$ cat config.mk
export PLATFORM = sky130hd
export DESIGN_NAME = writeback_unit
export DESIGN_NICKNAME = d
export VERILOG_FILES = /design/src/rtl/writeback_unit.sv
export SDC_FILE = /design/constraint.sdc
export NUM_CORES = 1
export LEC_CHECK = 0
export CAP_MARGIN = 15
export CORE_ASPECT_RATIO = 0.5
export CORE_UTILIZATION = 45
export DETAILED_ROUTE_END_ITERATION = 16
export HOLD_SLACK_MARGIN = 0.08
export PLACE_DENSITY = 0.72
export SLEW_MARGIN = 20
export SYNTH_ARGS = -nofsm -noshare
export SYNTH_HDL_FRONTEND = slang
export SYNTH_SLANG_ARGS = --single-unit
$ cat constraint.sdc
create_clock -name clk -period 2.1 [get_ports clk]
set_clock_uncertainty 0.2 [all_clocks]
set_input_delay 0.21 -clock clk [delete_from_list [all_inputs] [get_ports clk]]
set_output_delay 0.21 -clock clk [all_outputs]
set_load 0.1 [all_outputs]
$ cat src/rtl/writeback_unit.sv
// writeback_unit: final pipeline stage. Picks the load or ALU result,
// writes it into the 8-entry register file, and serves two read ports to
// decode with a same-cycle write bypass. It also publishes a registered
// forwarding record, counts retired instructions and cycles, and latches
// a sticky halt.
module writeback_unit #(
    parameter int DATA_W = 16,
    parameter int NREGS  = 8,
    parameter int CNT_W  = 32
) (
    input  logic                      clk,
    input  logic                      reset,
    input  logic                      iswb,
    input  logic                      isld,
    input  logic [15:0]               instr,
    input  logic [DATA_W-1:0]         aluresult,
    input  logic [DATA_W-1:0]         ldresult,
    input  logic [$clog2(NREGS)-1:0]  rs_a,
    input  logic [$clog2(NREGS)-1:0]  rs_b,
    output logic [DATA_W-1:0]         rd_data_a,
    output logic [DATA_W-1:0]         rd_data_b,
    output logic [DATA_W+3:0]         wb_fwd,
    output logic [CNT_W-1:0]          retired_count,
    output logic [CNT_W-1:0]          cycle_count,
    output logic                      halted
);

    localparam int IDX_W = $clog2(NREGS);

    typedef enum logic {
        RUN,
        HALTED
    } state_t;

    state_t state;
    state_t state_next;

    logic [DATA_W-1:0] regs [NREGS];
    logic [DATA_W-1:0] wb_data;
    logic [IDX_W-1:0]  rd;
    logic              is_nop;
    logic              is_halt;
    logic              retire;
    logic              we;

    assign wb_data = isld ? ldresult : aluresult;
    assign rd      = instr[5 +: IDX_W];
    assign is_nop  = (instr == 16'h0000);
    assign is_halt = (instr[15:12] == 4'hF);

    // Halt FSM next state plus the qualified retire and write-enable strobes;
    // the write enable is also gated by reset so reset cycles neither write nor bypass.
    always_comb begin
        state_next = state;
        halted     = 1'b0;
        retire     = 1'b0;
        we         = 1'b0;
        case (state)
            RUN: begin
                retire = ~is_nop;
                we     = iswb & ~is_nop & ~reset;
                if (is_halt) begin
                    state_next = HALTED;
                end
            end
            HALTED: begin
                halted = 1'b1;
            end
            default: begin
                state_next = RUN;
            end
        endcase
    end

    // Halt state register; only reset leaves HALTED.
    always_ff @(posedge clk) begin
        if (reset) begin
            state <= RUN;
        end else begin
            state <= state_next;
        end
    end

    // Register file write; a reset edge clears everything and drops the in-flight write.
    always_ff @(posedge clk) begin
        if (reset) begin
            for (int i = 0; i < NREGS; i++) begin
                regs[i] <= '0;
            end
        end else if (we) begin
            regs[rd] <= wb_data;
        end
    end

    // Forwarding record and the retired/cycle counters, all frozen once halted.
    always_ff @(posedge clk) begin
        if (reset) begin
            wb_fwd        <= '0;
            retired_count <= '0;
            cycle_count   <= '0;
        end else begin
            wb_fwd <= we ? {1'b1, wb_data, rd} : '0;
            if (retire) begin
                retired_count <= retired_count + CNT_W'(1);
            end
            if (state == RUN) begin
                cycle_count <= cycle_count + CNT_W'(1);
            end
        end
    end

    // Combinational read ports with same-cycle bypass of the current write.
    always_comb begin
        rd_data_a = (we && (rs_a == rd)) ? wb_data : regs[rs_a];
        rd_data_b = (we && (rs_b == rd)) ? wb_data : regs[rs_b];
    end

endmodule

==> summary.txt <==
Synthesis
  • Cell count after synthesis: 876
  • Top-area cell type share of the netlist area: 0.365
  • Ys async rst share: 0
  • Library cells used by synthesis: 45
  • Mapped Avg Cell Area: between 10 and 15 sq um
  • #FFs+latches synth: 213
  • Seq/Total Area, Yosys: 0.526
  • EDFF count, synth: 128
  • Leading register cell type out of synthesis: edfxtp_1
  • Post-synth top area cell: edfxtp_1
  • Area contributors post-synth: edfxtp_1 (36%), dfxtp_1 (16%), mux4_2 (14%)
  • Syn Nets: ~940
  • Synth warn: 0
  • Mapped cell area: 10500 sq um

Floorplanning
  • Row Count: 39
  • Die Width: about 220 microns
  • CORE AREA: ~23000 sq um
  • Chip height: 110 microns
  • Top Ports: 175
  • Initial Util: 0.461
  • DIE AREA: 24100 sq um

Clock network
  • Total CTS buffers: 21
  • H-tree lvl count: 1
  • CTS root buffer: clkbuf_16
  • CTS tree: built
  • Clock buffer depth: 3
  • Clk pin slew, worst setup/hold paths: 0.06 ns
  • Clk sinks: 213
  • Clock latency on the worst-skew pair: ~0.5 ns

Drt
  • Avg WL per Cell: 20.6 microns
  • # DRC: 0
  • Routed wire length: 29700 microns
  • Iteration-0 DRC count of the detailed router: about 700
  • Vias after detailed routing: around 8000
  • Drt via density: around 5.7
  • Drt first pass iters: 6
  • Routed Antenna Nets: 0

Layout
  • Final core occ: 0.660
  • # diodes: 0
  • Final net count: 1181
  • Fill count: ~1700
  • Final Cell Area: 15100 sq um
  • Layout cells sized above 1: 0.400
  • Finished Layout Cells: 1443
  • Layout Area Growth over Synthesis: 43.2%

STA
  • Slew headroom: 0.487
  • Post-route clock period utilization: 1.32
  • Minimum clock period: about 2.8 ns
  • Setup tns final: -19.36 ns
  • Number of hold violations in the final report: 0
  • Worst-Margin Slew: 0.769 ns
  • Top achievable clock speed: 0.360 GHz
  • # setup viols final: 32
  • Pins Over Slew Limit: 0
  • Final WS setup: -0.678 ns
  • RSZ-0062 raised after global routing: true

GRT
  • Gr usage total: 0.241
  • First-pass GRT wire length: 43900 microns
  • Number of global-route vias before repair: ~8000
  • Initial antenna violation count: 0
  • Largest net degree at the start of global routing: 74
  • Global route overflow: 0

Critical path
  • Startpoint Class: flop
  • Setup crit end kind: output port
  • CP arrival: 2.37 ns
  • CP Data Required Time: 1.69 ns
  • Crit path max fanout: 8
  • WS Path Type: reg2out

Place
  • Post-Place Cells: about 1400
  • I/O Buffers: 174
  • Pre-CTS WS: -0.810 ns
  • Routability-driven placement congestion ratio: a little over 0.8
  • DP Area: 14100 sq um
  • DP HPWL: 19900 microns

Outcome
  • Status: finished, violations left
  • Failing checks: negative setup slack

Power
  • Peak supply drop: 0.450 mV
  • PwrDens: 725 nW/um^2
  • LEAKAGE: 5.81 nW

Job
  • Max-cap viol count: 0

Worst hold path
  • Worst hold path class: in2reg
==> metrics by stage <==
stage,power (mW),hold slack [ns]
after floorplan,6.26,0.154
after global placement,7.14,0.264
after detailed placement,7.17,0.277
after CTS,11.0,0.126
after global routing,11.3,0.190
final,10.9,0.168
==> placed cells by master (no fill, tap or decap), types with 24 or more instances in the layout <==
cell type	count
mux4_2	64
mux2i_1	50
mux2i_4	32
buf_4	172
xor2_1	37
edfxtp_1	128
dfxtp_4	33
dfxtp_1	28
dfxtp_2	24
clkdlybuf4s50_1	49
nor2_1	197
buf_12	49
==> final timing paths <==
| path | from | to | slack [ns] | cells after the start |
|---|---|---|---|---|
| worst max-delay path | state | rd_data_b[14] | -0.68 | 7 |
| worst min-delay path | instr[12] | state | 0.17 | 3 |
| worst max register to register | state | retired_count[24] | 0.01 | 7 |
| worst min register to register | retired_count[31] | retired_count[31] | 0.29 | 2 |
==> synth_stat cells, types with 2 or more instances <==
cell type    n
nor2_1     197
edfxtp_1   128
dfxtp_1     85
mux2i_1     82
mux4_2      64
clkbuf_1    51
xor2_1      37
a21oi_1     19
nand2_1     19
nand4_1     18
nand3_1     17
o21ai_0     15
or3_1       15
xnor2_1     14
inv_1       12
buf_2       11
and2_1       8
nand2b_1     8
nor3_1       7
o2111ai_1    7
o211ai_1     7
and4_1       6
and3_1       5
buf_1        5
nor4_1       5
nor2b_1      4
buf_6        3
nor4_2       3
and3b_1      2
buf_4        2
ha_1         2
nor4_4       2
o31ai_1      2
or2_2        2
or4_1        2
==> routing by layer <==
layer | vias up | wire length [microns] | GRT usage
li1 | 3718 | - | -
met1 | 4064 | 12000 | 0.313
met2 | 362 | 14800 | 0.417
met3 | 68 | 2180 | 0.0455
met4 | 0 | 798 | 0.0659
met5 | - | 0 | 0
==> layout make-up <==
| cell class | count | area, sq um | area share |
|---|---|---|---|
| clock inverters | 14 | 141 | 0.00937 |
| flip-flops and latches | 213 | 5700 | 0.378 |
| well taps | 307 | 384 | 0.0254 |
| inverters | 12 | 45.0 | 0.00298 |
| repair buffers | 294 | 3050 | 0.202 |
| clock buffers | 24 | 537 | 0.0356 |
| multi-input cells | 579 | 5240 | 0.347 |
==> registers in the layout (all words and copies together) (netlist names) <==
register       flops
cycle_count       32
regs             128
retired_count     32
state              1
wb_fwd            20
==> worst max-delay path, stage by stage, from the launching register on <==
cell,delay (ns)
dfxtp_4,0.35
nor3b_4,0.28
o21ai_4,0.15
nor4_4,0.21
buf_4,0.18
buf_12,0.18
mux2i_4,0.29
buf_12,0.20
==> cell families after synthesis <==
family                     synth area share
xor gates and xnor gates             0.0424
and+or+nand+nor                       0.150
adders and majority gates           0.00237
buffers and inverters                0.0341
DFF                                   0.526
muxes                                 0.215
AOI/OAI and AO/OA                    0.0311
==> power breakdown <==
| group | switching, mW | internal (mW) | leakage [nW] |
|---|---|---|---|
| logic | 1.51 | 0.998 | 3.42 |
| clock network | 1.62 | 2.21 | 0.334 |
| registers | 0.0786 | 4.54 | 2.05 |
| total | 3.20 | 7.74 | 5.81 |
==> timing repair <==
action / in CTS / in global routing
resized for setup: 6 / 30
endpoints found under the setup margin: 33 / 93
hold buffers: 1 / 2
hold endpoints to repair: 3 / 3
cloned: 0 / 4
buffers inserted: 6 / 6
pin swaps: 3 / 8
Note: power is estimated with default switching activity, not from simulation.
